===== src/rtl/lsu_pkg.sv =====
// Shared types and request-decode helpers for the load/store memory master.
package lsu_pkg;

   typedef enum logic [2:0] {
      F3_B  = 3'd0,
      F3_H  = 3'd1,
      F3_W  = 3'd2,
      F3_BU = 3'd4,
      F3_HU = 3'd5
   } funct3_e;

   typedef enum logic [1:0] {
      ST_IDLE,
      ST_READ,
      ST_WRITE,
      ST_RESP
   } state_e;

   typedef enum logic [1:0] {
      ERR_NONE       = 2'd0,
      ERR_MISALIGNED = 2'd1,
      ERR_OOB        = 2'd2,
      ERR_ILLEGAL    = 2'd3
   } rsp_err_e;

   function automatic logic f3_illegal(input logic we, input logic [2:0] f3);
      if (we) begin
         return f3 > 3'd2;
      end
      return (f3 == 3'd3) || (f3 == 3'd6) || (f3 == 3'd7);
   endfunction

   // Only the access size (funct3[1:0]) matters for alignment.
   function automatic logic f3_misaligned(input logic [2:0] f3, input logic [1:0] lo);
      case (f3[1:0])
         2'd1:    return lo[0];
         2'd2:    return lo != 2'd0;
         default: return 1'b0;
      endcase
   endfunction

endpackage


===== src/rtl/lsu_align.sv =====
// Combinational lane handling: load extraction with sign/zero extension and store lane merge.
module lsu_align
   import lsu_pkg::*;
(
   input  logic [2:0]  funct3_i,
   input  logic [1:0]  lane_i,
   input  logic [31:0] word_i,
   input  logic [31:0] wdata_i,
   output logic [31:0] load_data_o,
   output logic [31:0] merge_data_o
);

   logic [4:0]  shamt;
   logic [31:0] shifted;
   logic [15:0] half_sel;

   assign shamt    = {lane_i, 3'b000};
   assign shifted  = word_i >> shamt;
   assign half_sel = lane_i[1] ? word_i[31:16] : word_i[15:0];

   always_comb begin
      load_data_o = word_i;
      case (funct3_i)
         F3_B:    load_data_o = {{24{shifted[7]}}, shifted[7:0]};
         F3_BU:   load_data_o = {24'd0, shifted[7:0]};
         F3_H:    load_data_o = {{16{half_sel[15]}}, half_sel};
         F3_HU:   load_data_o = {16'd0, half_sel};
         default: load_data_o = word_i;
      endcase
   end

   // Sub-word stores keep every byte of the fetched word outside the target lane(s).
   always_comb begin
      merge_data_o = wdata_i;
      case (funct3_i)
         F3_B:    merge_data_o = (word_i & ~(32'h0000_00FF << shamt)) |
                                 ({24'd0, wdata_i[7:0]} << shamt);
         F3_H:    merge_data_o = lane_i[1] ? {wdata_i[15:0], word_i[15:0]}
                                           : {word_i[31:16], wdata_i[15:0]};
         default: merge_data_o = wdata_i;
      endcase
   end

endmodule


===== src/rtl/lsu_mem_master.sv =====
// Load/store initiator: validates one request per handshake and turns it into word-aligned memory accesses.
module lsu_mem_master
   import lsu_pkg::*;
#(
   parameter int                AWIDTH    = 32,
   parameter int                DWIDTH    = 32,
   parameter logic [AWIDTH-1:0] BASE_ADDR = 32'h0100_0000,
   parameter int                MEM_BYTES = 4096
) (
   input  logic              clk,
   input  logic              rst,
   input  logic              req_valid_i,
   output logic              req_ready_o,
   input  logic              req_we_i,
   input  logic [2:0]        req_funct3_i,
   input  logic [AWIDTH-1:0] req_addr_i,
   input  logic [DWIDTH-1:0] req_wdata_i,
   output logic              rsp_valid_o,
   output logic [DWIDTH-1:0] rsp_rdata_o,
   output logic [1:0]        rsp_err_o,
   output logic [AWIDTH-1:0] mem_addr_o,
   output logic [DWIDTH-1:0] mem_data_o,
   output logic              mem_read_en_o,
   output logic              mem_write_en_o,
   input  logic [DWIDTH-1:0] mem_data_i
);

   localparam logic [AWIDTH-1:0] LIMIT_ADDR = BASE_ADDR + AWIDTH'(MEM_BYTES);

   state_e            state_q, state_d;
   logic              we_q, we_d;
   logic [2:0]        funct3_q, funct3_d;
   logic [AWIDTH-1:0] addr_q, addr_d;
   logic [DWIDTH-1:0] wdata_q, wdata_d;
   logic              rsp_valid_q, rsp_valid_d;
   logic [DWIDTH-1:0] rsp_rdata_q, rsp_rdata_d;
   rsp_err_e          rsp_err_q, rsp_err_d;
   logic [DWIDTH-1:0] mem_data_q, mem_data_d;
   logic              read_en_q, read_en_d;
   logic              write_en_q, write_en_d;

   logic              accept;
   logic [AWIDTH-1:0] req_word_addr;
   rsp_err_e          req_err;
   logic [31:0]       load_data;
   logic [31:0]       merge_data;

   lsu_align u_align (
      .funct3_i     (funct3_q),
      .lane_i       (addr_q[1:0]),
      .word_i       (mem_data_i),
      .wdata_i      (wdata_q),
      .load_data_o  (load_data),
      .merge_data_o (merge_data)
   );

   assign accept        = req_valid_i && req_ready_o;
   assign req_word_addr = {req_addr_i[AWIDTH-1:2], 2'b00};

   always_comb begin
      req_err = ERR_NONE;
      if (f3_illegal(req_we_i, req_funct3_i)) begin
         req_err = ERR_ILLEGAL;
      end else if (f3_misaligned(req_funct3_i, req_addr_i[1:0])) begin
         req_err = ERR_MISALIGNED;
      end else if ((req_word_addr < BASE_ADDR) ||
                   ((req_word_addr + AWIDTH'(3)) >= LIMIT_ADDR)) begin
         req_err = ERR_OOB;
      end
   end

   // Enables and response fields default low so they are only ever high in their own state.
   always_comb begin
      state_d     = state_q;
      we_d        = we_q;
      funct3_d    = funct3_q;
      addr_d      = addr_q;
      wdata_d     = wdata_q;
      mem_data_d  = mem_data_q;
      rsp_valid_d = 1'b0;
      rsp_rdata_d = '0;
      rsp_err_d   = ERR_NONE;
      read_en_d   = 1'b0;
      write_en_d  = 1'b0;
      case (state_q)
         ST_IDLE: begin
            if (accept) begin
               we_d     = req_we_i;
               funct3_d = req_funct3_i;
               addr_d   = req_addr_i;
               wdata_d  = req_wdata_i;
               if (req_err != ERR_NONE) begin
                  state_d     = ST_RESP;
                  rsp_valid_d = 1'b1;
                  rsp_err_d   = req_err;
               end else if (req_we_i && (req_funct3_i == F3_W)) begin
                  state_d    = ST_WRITE;
                  write_en_d = 1'b1;
                  mem_data_d = req_wdata_i;
               end else begin
                  state_d   = ST_READ;
                  read_en_d = 1'b1;
               end
            end
         end
         ST_READ: begin
            if (we_q) begin
               state_d    = ST_WRITE;
               write_en_d = 1'b1;
               mem_data_d = merge_data;
            end else begin
               state_d     = ST_RESP;
               rsp_valid_d = 1'b1;
               rsp_rdata_d = load_data;
            end
         end
         ST_WRITE: begin
            state_d     = ST_RESP;
            rsp_valid_d = 1'b1;
         end
         default: begin
            state_d = ST_IDLE;
         end
      endcase
   end

   always_ff @(posedge clk) begin
      if (!rst) begin
         state_q     <= ST_IDLE;
         we_q        <= 1'b0;
         funct3_q    <= '0;
         addr_q      <= '0;
         wdata_q     <= '0;
         rsp_valid_q <= 1'b0;
         rsp_rdata_q <= '0;
         rsp_err_q   <= ERR_NONE;
         mem_data_q  <= '0;
         read_en_q   <= 1'b0;
         write_en_q  <= 1'b0;
      end else begin
         state_q     <= state_d;
         we_q        <= we_d;
         funct3_q    <= funct3_d;
         addr_q      <= addr_d;
         wdata_q     <= wdata_d;
         rsp_valid_q <= rsp_valid_d;
         rsp_rdata_q <= rsp_rdata_d;
         rsp_err_q   <= rsp_err_d;
         mem_data_q  <= mem_data_d;
         read_en_q   <= read_en_d;
         write_en_q  <= write_en_d;
      end
   end

   // Gating with rst lets a reset arriving mid-write suppress the commit in that same cycle.
   assign req_ready_o    = (state_q == ST_IDLE) && rst;
   assign rsp_valid_o    = rsp_valid_q;
   assign rsp_rdata_o    = rsp_rdata_q;
   assign rsp_err_o      = rsp_err_q;
   assign mem_addr_o     = {addr_q[AWIDTH-1:2], 2'b00};
   assign mem_data_o     = mem_data_q;
   assign mem_read_en_o  = read_en_q && rst;
   assign mem_write_en_o = write_en_q && rst;

endmodule


===== config.mk =====
export PLATFORM = sky130hd
export DESIGN_NAME = lsu_mem_master
export DESIGN_NICKNAME = d
export VERILOG_FILES = /design/src/rtl/lsu_pkg.sv /design/src/rtl/lsu_align.sv /design/src/rtl/lsu_mem_master.sv
export SDC_FILE = /design/constraint.sdc
export NUM_CORES = 1
export LEC_CHECK = 0
export CORE_AREA = 10 10 162 127
export DETAILED_ROUTE_END_ITERATION = 8
export DIE_AREA = 0 0 172 137
export GPL_ROUTABILITY_DRIVEN = 0
export PLACE_DENSITY = 0.74
export SLEW_MARGIN = 30
export SYNTH_ARGS = -nofsm -noshare
export SYNTH_HDL_FRONTEND = slang
export SYNTH_SLANG_ARGS = --single-unit

===== constraint.sdc =====
create_clock -name clk -period 2 [get_ports clk]
set_clock_uncertainty 0.15 [all_clocks]
set_input_delay 0.3 -clock clk [delete_from_list [all_inputs] [get_ports clk]]
set_output_delay 0.3 -clock clk [all_outputs]
set_load 0.02 [all_outputs]

==> flow_summary.html <==
<table>
<tr><th>Metric</th><th>Value</th></tr>
<tr><th colspan="2">Timing</th></tr>
<tr><td>Final-layout worst hold slack</td><td>-0.00876 ns</td></tr>
<tr><td>Share of the cycle needed by the critical path after routing</td><td>97.7%</td></tr>
<tr><td>Worst Slack Setup Final</td><td>0.0463 ns</td></tr>
<tr><td>Achievable clock frequency</td><td>512 MHz</td></tr>
<tr><td>Final slew viol count</td><td>0</td></tr>
<tr><td>Count of final hold-check violations</td><td>3</td></tr>
<tr><td>Final Critical Period</td><td>just under 2 ns</td></tr>
<tr><td>Final setup violation count</td><td>0</td></tr>
<tr><td>Setup TNS after final layout</td><td>0 ns</td></tr>
<tr><th colspan="2">Setup path</th></tr>
<tr><td>Startpoint-to-endpoint class of the critical path</td><td>reg -&gt; out</td></tr>
<tr><td>Most common cell on crit path</td><td>sky130_fd_sc_hd__inv_1</td></tr>
<tr><td>Startpoint type of the worst setup path</td><td>register</td></tr>
<tr><td>CP top delay family</td><td>buffers and inverters</td></tr>
<tr><td>Worst path slowest cell</td><td>sky130_fd_sc_hd__dfxtp_1</td></tr>
<tr><td>Maximum fanout along the worst path</td><td>4</td></tr>
<tr><td>Type of destination of the critical path</td><td>output pin</td></tr>
<tr><td>Worst stage delay on the critical path</td><td>0.31 ns</td></tr>
<tr><td>Arrival time reported for the critical path endpoint</td><td>~1.5 ns</td></tr>
<tr><td>Crit. Startpoint</td><td>state_q[1]</td></tr>
<tr><td>WP data required</td><td>1.55 ns</td></tr>
<tr><td>Number of buffers and inverters on the critical path</td><td>4</td></tr>
<tr><td>Launching point of the worst reg2reg path</td><td>state_q[0]</td></tr>
<tr><td>Critical path cell sequence</td><td>inv_1 &gt; ha_4 &gt; inv_1 &gt; nor2_1 &gt; buf_4 &gt; clkbuf_4</td></tr>
<tr><th colspan="2">Synth</th></tr>
<tr><td>Commonest cells in the netlist</td><td>196 x sky130_fd_sc_hd__nand2_1, 139 x sky130_fd_sc_hd__dfxtp_1, 90 x sky130_fd_sc_hd__nand3_1</td></tr>
<tr><td>Post-synth top flop</td><td>sky130_fd_sc_hd__dfxtp_1</td></tr>
<tr><td>Sequential area share after synthesis</td><td>around 40%</td></tr>
<tr><td>Fraction of registers with async set or reset after synthesis</td><td>0%</td></tr>
<tr><td>Most instantiated library cell after synthesis</td><td>sky130_fd_sc_hd__nand2_1</td></tr>
<tr><td>Top-area cell type share of the netlist area</td><td>between 40% and 50%</td></tr>
<tr><td>Top area cells in the synthesized netlist</td><td>sky130_fd_sc_hd__dfxtp_1 41%, sky130_fd_sc_hd__nand2_1 11%, sky130_fd_sc_hd__nand3_1 6.6%</td></tr>
<tr><td>Flip-flop and latch count after synthesis</td><td>~140</td></tr>
<tr><td>Synth Cell Area</td><td>approximately 7000 sq um</td></tr>
<tr><td>Post-synthesis cell type with the largest combined area</td><td>sky130_fd_sc_hd__dfxtp_1</td></tr>
<tr><td>Post-synthesis area per instance</td><td>7.89 sq um</td></tr>
<tr><td>Number of enable flip-flop cells after synthesis</td><td>0</td></tr>
<tr><td>Synth warnings</td><td>0</td></tr>
<tr><td>Number of standard cells after synthesis</td><td>between 800 and 900</td></tr>
<tr><td>Post-synthesis cell type count</td><td>56</td></tr>
<tr><th colspan="2">Detailed routing</th></tr>
<tr><td>Met3 wire length</td><td>around 3200 microns</td></tr>
<tr><td>DR WL met2</td><td>~11000 microns</td></tr>
<tr><td>Total DRC errors in the routed layout</td><td>0</td></tr>
<tr><td>Average wire per cell in the routed design</td><td>between 15 and 20 microns</td></tr>
<tr><td>Max layer used</td><td>met4</td></tr>
<tr><td>Initial detailed-routing violation count</td><td>740</td></tr>
<tr><td>Routed length on met1</td><td>10900 microns</td></tr>
<tr><td>Routed via count divided by cell count</td><td>approximately 5.5</td></tr>
<tr><td>Router iterations before antenna repair</td><td>7</td></tr>
<tr><td>Routed wire length</td><td>25000 microns</td></tr>
<tr><td>Vias post-DR</td><td>approximately 7000</td></tr>
<tr><td>Post-route ant nets</td><td>0</td></tr>
<tr><th colspan="2">Die</th></tr>
<tr><td>Initial cell density of the core</td><td>39.4%</td></tr>
<tr><td>I/O pins</td><td>about 210</td></tr>
<tr><td>Area of the core</td><td>roughly 17000 sq um</td></tr>
<tr><td>Count of standard-cell rows</td><td>42</td></tr>
<tr><td>Die height</td><td>~140 microns</td></tr>
<tr><td>Die outline area</td><td>23600 sq um</td></tr>
<tr><td>Die Wd</td><td>about 170 microns</td></tr>
<tr><th colspan="2">Place</th></tr>
<tr><td>Dpl cells</td><td>about 1300</td></tr>
<tr><td>Worst setup timing slack at the placement stage</td><td>-0.612 ns</td></tr>
<tr><td>DP Area</td><td>approximately 9000 sq um</td></tr>
<tr><td>Sum of net half-perimeters after detailed placement</td><td>18800 microns</td></tr>
<tr><td>Quantity of I/O buffers inserted on ports</td><td>between 200 and 250</td></tr>
<tr><th colspan="2">Finish</th></tr>
<tr><td>Post-layout instance count excluding filler cells</td><td>1297</td></tr>
<tr><td>Non-Filler Cell Area, Final</td><td>roughly 10000 sq um</td></tr>
<tr><td>Synth-to-layout area growth</td><td>46.8%</td></tr>
<tr><td>Final Core Density</td><td>between 50% and 60%</td></tr>
<tr><td>Net count, final</td><td>about 1200</td></tr>
<tr><td>Antenna diode count</td><td>0</td></tr>
<tr><td>Fraction of final layout cells with drive strength greater than 1</td><td>between 10 and 15%</td></tr>
<tr><th colspan="2">Clock tree</th></tr>
<tr><td>Buffer type at the clock tree root</td><td>sky130_fd_sc_hd__clkbuf_16</td></tr>
<tr><td>Clock buffer count from CTS</td><td>17</td></tr>
<tr><td>H-tree depth</td><td>4</td></tr>
<tr><td>Clock tree from TritonCTS</td><td>built</td></tr>
<tr><td>Buffer depth of the longest clock path</td><td>2</td></tr>
<tr><td>Clk slew on worst S/H paths</td><td>0.06 ns</td></tr>
<tr><td>Later-pin clock latency in the skew report</td><td>0.43 ns</td></tr>
<tr><td>Clk sinks</td><td>~140</td></tr>
<tr><th colspan="2">Global routing</th></tr>
<tr><td>Vias in the first global route</td><td>6806</td></tr>
<tr><td>Maximum number of pins on one net before global-route repair</td><td>46</td></tr>
<tr><td>Global-route wire length before repair</td><td>about 38000 microns</td></tr>
<tr><td>Aggregate global-route resource usage</td><td>20.7%</td></tr>
<tr><td>Global-route congestion overflow total</td><td>0</td></tr>
<tr><td>Antenna violations before repair</td><td>0</td></tr>
<tr><th colspan="2">Min path</th></tr>
<tr><td>Hold crit path type</td><td>in -&gt; reg</td></tr>
<tr><td>Source of the worst hold timing path</td><td>req_addr_i[12]</td></tr>
<tr><th colspan="2">Pwr</th></tr>
<tr><td>VDD IR max</td><td>slightly below 0.9 mV</td></tr>
<tr><td>Leakage power</td><td>4.09 nW</td></tr>
<tr><td>Final Power</td><td>13.4 mW</td></tr>
<tr><td>Power per Cell Area</td><td>around 1300 nW/um^2</td></tr>
<tr><th colspan="2">Outcome</th></tr>
<tr><td>Violations in the final reports</td><td>negative hold slack</td></tr>
<tr><td>Outcome</td><td>finished, violations left</td></tr>
<tr><th colspan="2">Flow run</th></tr>
<tr><td>Max-cap violation count</td><td>0</td></tr>
</table>
## registers in the layout (all words and copies together) (netlist names)
| register | cells |
|---|---|
| addr_q | 32 |
| rsp_valid_o | 1 |
| write_en_q | 1 |
| wdata_q | 32 |
| read_en_q | 1 |
| rsp_rdata_o | 32 |
| we_q | 1 |
| mem_data_o | 32 |
| state_q | 2 |
| rsp_err_o | 2 |
| funct3_q | 3 |
## cells in the final DEF, fill, tap and decap left out, types with 8 or more instances in the layout
cell type / Yosys / final
sky130_fd_sc_hd__mux2i_1: 23 / 23
sky130_fd_sc_hd__o221a_2: 13 / 13
sky130_fd_sc_hd__o211ai_1: 26 / 26
sky130_fd_sc_hd__a21oi_1: 36 / 35
sky130_fd_sc_hd__clkbuf_16: 0 / 17
sky130_fd_sc_hd__and3_1: 10 / 9
sky130_fd_sc_hd__buf_4: 34 / 67
sky130_fd_sc_hd__nand3_1: 90 / 90
sky130_fd_sc_hd__nor2_1: 24 / 24
sky130_fd_sc_hd__o221ai_1: 9 / 9
sky130_fd_sc_hd__dfxtp_1: 139 / 139
sky130_fd_sc_hd__inv_1: 22 / 21
sky130_fd_sc_hd__o21ai_0: 44 / 42
sky130_fd_sc_hd__a221oi_1: 8 / 8
sky130_fd_sc_hd__nand2_1: 196 / 195
sky130_fd_sc_hd__o2111ai_1: 16 / 16
sky130_fd_sc_hd__nand4_1: 8 / 8
sky130_fd_sc_hd__clkdlybuf4s50_1: 0 / 192
sky130_fd_sc_hd__a31oi_1: 18 / 18
## worst min-delay path, stage by stage
cell and delay (ns):
sky130_fd_sc_hd__dlymetal6s2s_1 0.12, sky130_fd_sc_hd__nand2_1 0.07, sky130_fd_sc_hd__nand2_1 0.05
## cells by family after synthesis
| family | after synthesis | share of synthesized area (%) |
|---|---|---|
| compound gates | 210 | 21.6 |
| fa+ha+maj | 7 | 1.28 |
| buf+inv | 128 | 9.11 |
| flops | 139 | 40.8 |
| mux | 24 | 3.54 |
| other cells | 1 | 0.0549 |
| simple gates | 356 | 23.6 |
## metal layers
| metal | global-route usage (%) | vias up |
|---|---|---|
| met5 | 0 | - |
| met2 | 31.2 | 359 |
| met1 | 26.3 | 3315 |
| met3 | 9.59 | 31 |
| li1 | - | 3465 |
| met4 | 4.78 | 0 |
## layout make-up
class	count	area, sq um
Clock inverter	15	196
Fill cell	1546	7320
Sequential cell	139	2780
Timing Repair Buffer	283	2750
Tap cell	220	275
Inverter	24	90.1
Multi-Input combinational cell	599	3500
Clock buffer	17	425
## worst paths after layout
| path | end | slack [ns] | cells past startpoint |
|---|---|---|---|
| min | addr_q[12] | -0.009 | 3 |
| max reg2reg | mem_data_o[22] | 0.05 | 8 |
| max | req_ready_o | 0.05 | 6 |
| min reg2reg | addr_q[11] | 0.30 | 2 |
## power breakdown
group / switching, mW / total (mW) / internal [mW]
clock network: 1.28 / 3.37 / 2.09
logic: 3.49 / 6.15 / 2.65
registers: 0.445 / 3.89 / 3.45
## timing repair
action / in CTS / in global routing
gates resized for setup: 15 / 24
setup buffers: 3 / 2
hold endpoints to repair: 0 / 2
gates cloned: 0 / 0
hold buffers: 0 / 2
pin swaps: 5 / 9
endpoints found under the setup margin: 36 / 37
No activity file was read; power rests on OpenSTA's default activity.
